<file path="src/rtl/alarm_trigger_module_pkg.sv">
// Shared alarm constants: state encodings, parameter defaults and the
// time-word layout helpers used by the alarm trigger logic.
package alarm_trigger_module_pkg;

   // Default timing and snooze budget for one alarm event
   localparam int RING_MINUTES_DEF   = 10;
   localparam int SNOOZE_MINUTES_DEF = 9;
   localparam int MAX_SNOOZE_DEF     = 3;

   // Day index 7 is outside the week and never selects an alarm register
   localparam logic [2:0] DAY_INVALID = 3'd7;

   // Alarm event state machine encoding
   typedef enum logic [1:0] {
      ST_IDLE    = 2'd0,
      ST_RINGING = 2'd1,
      ST_SNOOZE  = 2'd2,
      ST_DONE    = 2'd3
   } alarm_state_e;

   // Counter width able to hold the value n (at least one bit)
   function automatic int cnt_width(input int n);
      return (n < 1) ? 1 : $clog2(n + 1);
   endfunction

endpackage

</file>
<file path="src/rtl/mux_8x1_13bits.sv">
// Eight-way selector for 13-bit alarm registers (enable bit plus hh:mm).
module mux_8x1_13bits (
   input  logic [12:0] in0_i,
   input  logic [12:0] in1_i,
   input  logic [12:0] in2_i,
   input  logic [12:0] in3_i,
   input  logic [12:0] in4_i,
   input  logic [12:0] in5_i,
   input  logic [12:0] in6_i,
   input  logic [12:0] in7_i,
   input  logic [2:0]  sel_i,
   output logic [12:0] out_o
);

   // Pure combinational select of one of the eight inputs
   always_comb begin
      out_o = in0_i;
      case (sel_i)
         3'd0:    out_o = in0_i;
         3'd1:    out_o = in1_i;
         3'd2:    out_o = in2_i;
         3'd3:    out_o = in3_i;
         3'd4:    out_o = in4_i;
         3'd5:    out_o = in5_i;
         3'd6:    out_o = in6_i;
         default: out_o = in7_i;
      endcase
   end

endmodule

</file>
<file path="src/rtl/alarm_trigger_module.sv">
// Alarm trigger: detects minute edges on the current time word, matches
// them against the per-day alarm register, and runs the ring / snooze /
// done sequence for one alarm event.
//
// Buttons (STOP, SNOOZE) are single-cycle pulses sampled on the rising
// edge of CLK; there is no valid/ready handshake on this block.
module alarm_trigger_module
   import alarm_trigger_module_pkg::*;
#(
   parameter int RING_MINUTES   = RING_MINUTES_DEF,
   parameter int SNOOZE_MINUTES = SNOOZE_MINUTES_DEF,
   parameter int MAX_SNOOZE     = MAX_SNOOZE_DEF
) (
   input  logic        CLK,
   input  logic        CLEAR,
   input  logic [15:0] CTO,
   input  logic [12:0] Q_r0,
   input  logic [12:0] Q_r1,
   input  logic [12:0] Q_r2,
   input  logic [12:0] Q_r3,
   input  logic [12:0] Q_r4,
   input  logic [12:0] Q_r5,
   input  logic [12:0] Q_r6,
   input  logic        STOP,
   input  logic        SNOOZE,
   output logic        ALARM,
   output logic        SNOOZING,
   output logic [1:0]  SNOOZE_LEFT,
   output logic [2:0]  MATCH_DAY,
   output logic [1:0]  state_dbg_o
);

   localparam int RING_W = cnt_width(RING_MINUTES);
   localparam int SNZ_W  = cnt_width(SNOOZE_MINUTES);

   localparam logic [RING_W-1:0] RING_LOAD = RING_W'(RING_MINUTES);
   localparam logic [SNZ_W-1:0]  SNZ_LOAD  = SNZ_W'(SNOOZE_MINUTES);
   localparam logic [1:0]        LEFT_LOAD = 2'(MAX_SNOOZE);
   localparam logic [RING_W-1:0] RING_ONE  = RING_W'(1);
   localparam logic [SNZ_W-1:0]  SNZ_ONE   = SNZ_W'(1);

   alarm_state_e      state_q, state_d;
   logic [RING_W-1:0] ring_cnt_q, ring_cnt_d;
   logic [SNZ_W-1:0]  snz_cnt_q, snz_cnt_d;
   logic [1:0]        left_q, left_d;
   logic [2:0]        day_q, day_d;
   logic              alarm_q, alarm_d;
   logic              snoozing_q, snoozing_d;
   logic [11:0]       cto_q;
   logic              primed_q;

   logic [12:0]       sel_word;
   logic              master_on;
   logic              minute_edge;
   logic              match;

   // Alarm register for the current day; slot 7 is unused and tied off
   mux_8x1_13bits u_day_mux (
      .in0_i (Q_r0),
      .in1_i (Q_r1),
      .in2_i (Q_r2),
      .in3_i (Q_r3),
      .in4_i (Q_r4),
      .in5_i (Q_r5),
      .in6_i (Q_r6),
      .in7_i (13'd0),
      .sel_i (CTO[14:12]),
      .out_o (sel_word)
   );

   assign master_on = CTO[15];

   // An edge needs one sampled copy first, so the cycle after reset
   // release never reports one even if CTO already differs from zero.
   assign minute_edge = primed_q && (CTO[11:0] != cto_q);

   assign match = minute_edge && master_on &&
                  (CTO[14:12] != DAY_INVALID) &&
                  sel_word[12] && (sel_word[11:0] == CTO[11:0]);

   // State and datapath registers; CLEAR abandons any event immediately
   always_ff @(posedge CLK or posedge CLEAR) begin
      if (CLEAR) begin
         state_q    <= ST_IDLE;
         ring_cnt_q <= '0;
         snz_cnt_q  <= '0;
         left_q     <= '0;
         day_q      <= '0;
         alarm_q    <= 1'b0;
         snoozing_q <= 1'b0;
         cto_q      <= '0;
         primed_q   <= 1'b0;
      end else begin
         state_q    <= state_d;
         ring_cnt_q <= ring_cnt_d;
         snz_cnt_q  <= snz_cnt_d;
         left_q     <= left_d;
         day_q      <= day_d;
         alarm_q    <= alarm_d;
         snoozing_q <= snoozing_d;
         cto_q      <= CTO[11:0];
         primed_q   <= 1'b1;
      end
   end

   // Next-state: master-off first, then STOP, then SNOOZE, then minute count
   always_comb begin
      state_d = state_q;
      if (!master_on) begin
         state_d = ST_IDLE;
      end else begin
         case (state_q)
            ST_IDLE: begin
               if (match) state_d = ST_RINGING;
            end
            ST_RINGING: begin
               if (STOP)
                  state_d = ST_DONE;
               else if (SNOOZE && (left_q != 2'd0))
                  state_d = ST_SNOOZE;
               else if (minute_edge && (ring_cnt_q <= RING_ONE))
                  state_d = ST_DONE;
            end
            ST_SNOOZE: begin
               if (STOP)
                  state_d = ST_DONE;
               else if (minute_edge && (snz_cnt_q <= SNZ_ONE))
                  state_d = ST_RINGING;
            end
            ST_DONE: begin
               // A match on this same edge is deliberately dropped
               if (minute_edge) state_d = ST_IDLE;
            end
            default: state_d = ST_IDLE;
         endcase
      end
   end

   // Outputs and counters derived from the current and next state
   always_comb begin
      ring_cnt_d = ring_cnt_q;
      snz_cnt_d  = snz_cnt_q;
      left_d     = left_q;
      day_d      = day_q;
      alarm_d    = (state_d == ST_RINGING);
      snoozing_d = (state_d == ST_SNOOZE);

      // Entering RINGING from IDLE starts a fresh event
      if ((state_q == ST_IDLE) && (state_d == ST_RINGING)) begin
         ring_cnt_d = RING_LOAD;
         left_d     = LEFT_LOAD;
         day_d      = CTO[14:12];
      end

      // Re-ring after snooze gets a full ring period
      if ((state_q == ST_SNOOZE) && (state_d == ST_RINGING))
         ring_cnt_d = RING_LOAD;

      // Ring countdown only when no button acted this cycle; saturates at 0
      if ((state_q == ST_RINGING) && (state_d != ST_SNOOZE) && !STOP &&
          minute_edge && (ring_cnt_q != '0))
         ring_cnt_d = ring_cnt_q - RING_ONE;

      // Taking a snooze spends one from the budget and arms the timer
      if ((state_q == ST_RINGING) && (state_d == ST_SNOOZE)) begin
         snz_cnt_d = SNZ_LOAD;
         left_d    = left_q - 2'd1;
      end

      // Snooze countdown, saturating at 0
      if ((state_q == ST_SNOOZE) && (state_d == ST_SNOOZE) &&
          minute_edge && (snz_cnt_q != '0))
         snz_cnt_d = snz_cnt_q - SNZ_ONE;
   end

   assign ALARM       = alarm_q;
   assign SNOOZING    = snoozing_q;
   assign SNOOZE_LEFT = left_q;
   assign MATCH_DAY   = day_q;
   assign state_dbg_o = state_q;

endmodule

</file>
<file path="config.mk">
export PLATFORM = sky130hd
export DESIGN_NAME = alarm_trigger_module
export DESIGN_NICKNAME = d
export VERILOG_FILES = /design/src/rtl/alarm_trigger_module_pkg.sv /design/src/rtl/mux_8x1_13bits.sv /design/src/rtl/alarm_trigger_module.sv
export SDC_FILE = /design/constraint.sdc
export NUM_CORES = 1
export LEC_CHECK = 0
export ABC_AREA = 1
export ABC_CLOCK_PERIOD_IN_PS = 1700
export BUFFER_PORTS_ARGS = -buffer_cell sky130_fd_sc_hd__buf_2
export CELL_PAD_IN_SITES_DETAIL_PLACEMENT = 1
export CELL_PAD_IN_SITES_GLOBAL_PLACEMENT = 2
export CORE_MARGIN = 5
export CORE_UTILIZATION = 21
export DETAILED_ROUTE_END_ITERATION = 6
export MAX_ROUTING_LAYER = met4
export PLACE_DENSITY = 0.89
export SLEW_MARGIN = 30
export SYNTH_ARGS = -nofsm -noshare
export SYNTH_HDL_FRONTEND = slang
export SYNTH_SLANG_ARGS = --single-unit
export TNS_END_PERCENT = 50
</file>
<file path="constraint.sdc">
create_clock -name CLK -period 1.7 [get_ports CLK]
set_input_delay 0.34 -clock CLK [delete_from_list [all_inputs] [get_ports CLK]]
set_output_delay 0.34 -clock CLK [all_outputs]
set_load 0.03 [all_outputs]
</file>
==> flow_summary.yaml <==
outcome:
  status: "finished with violations"
  violations: "setup timing"
setup_path:
  crit_path_max_incr_delay_ps: 200
  crit_arrival_ps: 2330
  path_class: "in2reg"
  r2r-end: "snz_cnt_q[2]"
  worst_path_max_delay_cell: "o211ai_1"
  path_buf_inv: 4
  cp_cell_sequence: "buf_8, buf_12, nor2_4, buf_6, buf_12, nand3_2, nand2_2, nor2_2, nand2_1, nand2_1, nand3_1, nor2_1, nand2_1, nor2_1, nand2_1, nand2_2, nand2_8, o211ai_1, nand2_1, nand2_1"
  cp-start-kind: "primary input"
  end_kind: "register"
  path_max_fanout: 7
  crit_family: "simple AND/OR/NAND/NOR gates"
  crit_top_cell: "nand2_1"
  r2r_setup_slack_ps: -390
  r2r-start: "cto_q[3]"
  critPathRequiredTime_ps: 1910
  reg2reg_depth: 14
clock_tree:
  cts_tree: "yes"
  clk-insertion-delay-late_ps: 280
  clock_sinks: 30
  cts_buffers: 5
  root_buffer: "clkbuf_16"
  cts_hold_buf: 0
  clock_path_buffers: 2
  cts.clk_slew.worst_paths_ps: 50
  cts_max_level: 2
yosys:
  synth-main-ff-cell: "dfrtp_1"
  ys_seq_elements: 30
  netlist_area_um2: 2740
  synth_edf_count: 0
  netlist_instances: 469
  async_reset_ff_share_pct: 100
  synth_area_per_cell_um2: 5.85
  synth_nets: 587
  yosys_warnings: 0
  seq_area_frac_synth_pct: 27.4
  netlist-cell-type-count: 27
finish:
  drive_above_1_share_pct: 40.0
  area_delta_synth_final_pct: 66.4
  regArea_um2: 751
  multi_input_area_um2: 1860
  final_nets: 769
  fillers: 1709
power:
  pwr_density_cell_nw_per_um2: 528
  power_leakage_nw: 2.60
  power.total_mw: 2.41
  irDropWorstVdd_v: 0.000309
global_route:
  grt_max_degree: 31
  track_usage_pct: 16.5
  antenna_found_initial: 2
  grt_overflow: 0
  grt_pass1_vias: 4311
  grt_pass1_wl_um: 20900
drt:
  vias: 3702
  routedWlPerCell_um: 15.3
  drc: 0
  firstDrtPassIters: 4
  routed_wirelength_um: 12600
  drtIter0Drc: 115
  via_per_inst: 4.48
  drtAntennaViolNets: 0
place:
  portBuffers: 119
  hpwl_um: 10000
  gp_congestion: 0.847
sta:
  fin_ws_ps: -420
  finalMaxSlewViolations: 0
  clock-skew-final_ps: 5.98
  fin_crit_sh_pct: 125
  max_freq_ghz: 0.472
  rsz0062_at_grt: "yes"
  hold_viol: 0
  totalNegativeSetupSlack_ps: -5590
  setup_viol: 17
  period_minus_slack_ps: 2120
floorplanning:
  die_w_um: 124
  start_util_pct: 21.6
  die_area_um2: 15400
  core_area_um2: 12700
  die_y_um: 124
  num_io_pins: 120
  fp-row-count: 41
hold_path:
  min_path_type: "in2async"
flow_run:
  cap_violations: 0
worst min-delay path: cells and delay by family:
| family | cells | cell delay, ps |
|---|---|---|
| buf+inv | 3 | 500 |
report_power, final:
part           internal [mW]  total [mW]  switching [mW]
sequential             0.733       0.744          0.0104
combinational          0.301       0.655           0.354
clock                  0.685        1.01           0.325
how the worst max path moves through the flow:
stage	startpoint	end	slack (ps)	cells after the start
6_report	CTO[13]	snz_cnt_q[2]	-420	20
5_1_grt	CTO[13]	snz_cnt_q[2]	-600	20
4_1_cts	CTO[13]	ring_cnt_q[2]	-400	19
3_5_place_dp	CTO[13]	ring_cnt_q[2]	-820	18
3_3_place_gp	CTO[13]	ring_cnt_q[3]	-720	18
2_1_floorplan	CTO[13]	ring_cnt_q[1]	-190	18
flip-flops by register name, indices dropped and copies added (netlist names):
signal and count:
ALARM 1, ring_cnt_q 4, cto_q 12, state_dbg_o 2, SNOOZING 1, MATCH_DAY 3
snz_cnt_q 4, SNOOZE_LEFT 2, primed_q 1
cells by family after synthesis:
family                     share of synthesized area, %
adders and majority gates                          3.19
other                                             0.137
DFF                                                27.4
and+or+nand+nor                                    45.9
AOI/OAI and AO/OA                                  6.62
xor gates and xnor gates                           2.24
buffers and inverters                              14.5
area by class of cell:
class,count,area share [%]
clock buffers,5,2.74
diodes,2,0.110
repair buffers,190,27.1
multi-input cells,339,40.7
clock inverters,3,0.877
well taps,172,4.71
inverters,85,7.32
flip-flops and latches,30,16.4
cell usage in the layout (no fill, tap or decap), types with 3 or more instances in the layout:
master	count
inv_4	4
buf_2	116
xor2_1	3
buf_6	4
nand2_2	7
o21ai_2	4
nand4_1	30
nand3_1	32
o21ai_1	14
xnor2_1	4
nand2_1	127
nand2_4	3
ha_1	7
nor2_1	44
nand2_8	3
dfrtp_1	30
o21ai_0	9
nand3_2	20
buf_12	3
clkbuf_16	5
nor2_2	14
buf_4	64
o211ai_1	3
inv_1	78
layer usage:
layer | up-vias | GRT usage, % | share of wire, %
met5 | - | - | 0
met4 | 0 | 3.87 | 1.2
met3 | 14 | 2.96 | 4.3
met2 | 82 | 29.8 | 52
met1 | 1756 | 19.1 | 42
li1 | 1850 | - | -
cell usage after synthesis, types with 2 or more instances:
cell / instances / area (µm²)
a21oi_1: 2 / 10.0
buf_2: 9 / 45.0
buf_4: 3 / 22.5
clkbuf_1: 3 / 11.3
clkinv_1: 2 / 7.51
dfrtp_1: 30 / 751
ha_1: 7 / 87.6
inv_1: 79 / 297
inv_2: 4 / 15.0
nand2_1: 136 / 510
nand2_2: 4 / 25.0
nand3_1: 54 / 270
nand3b_1: 2 / 15.0
nand4_1: 30 / 188
nor2_1: 58 / 218
nor3_1: 3 / 15.0
o211ai_1: 3 / 22.5
o21ai_0: 22 / 110
o21ai_1: 5 / 25.0
xnor2_1: 4 / 35.0
xor2_1: 3 / 26.3
per-stage QoR:
step	hold slack [ps]	utilization, %	cell area, µm²	setup WS, ps	cells
after floorplan	371	-	2890	-188	469
after global placement	448	31.6	4020	-717	806
after detailed placement	455	31.6	4020	-825	806
after CTS	161	34.8	4430	-396	823
after global routing	211	35.9	4560	-597	826
final	144	35.9	4560	-420	826
what timing repair did:
item,in CTS,in global routing
setup buffers,7,1
endpoints found under the setup margin,17,17
gates resized for setup,44,32
cloned,2,0
pin swaps,21,28
Note: power is estimated with default switching activity, not from simulation.
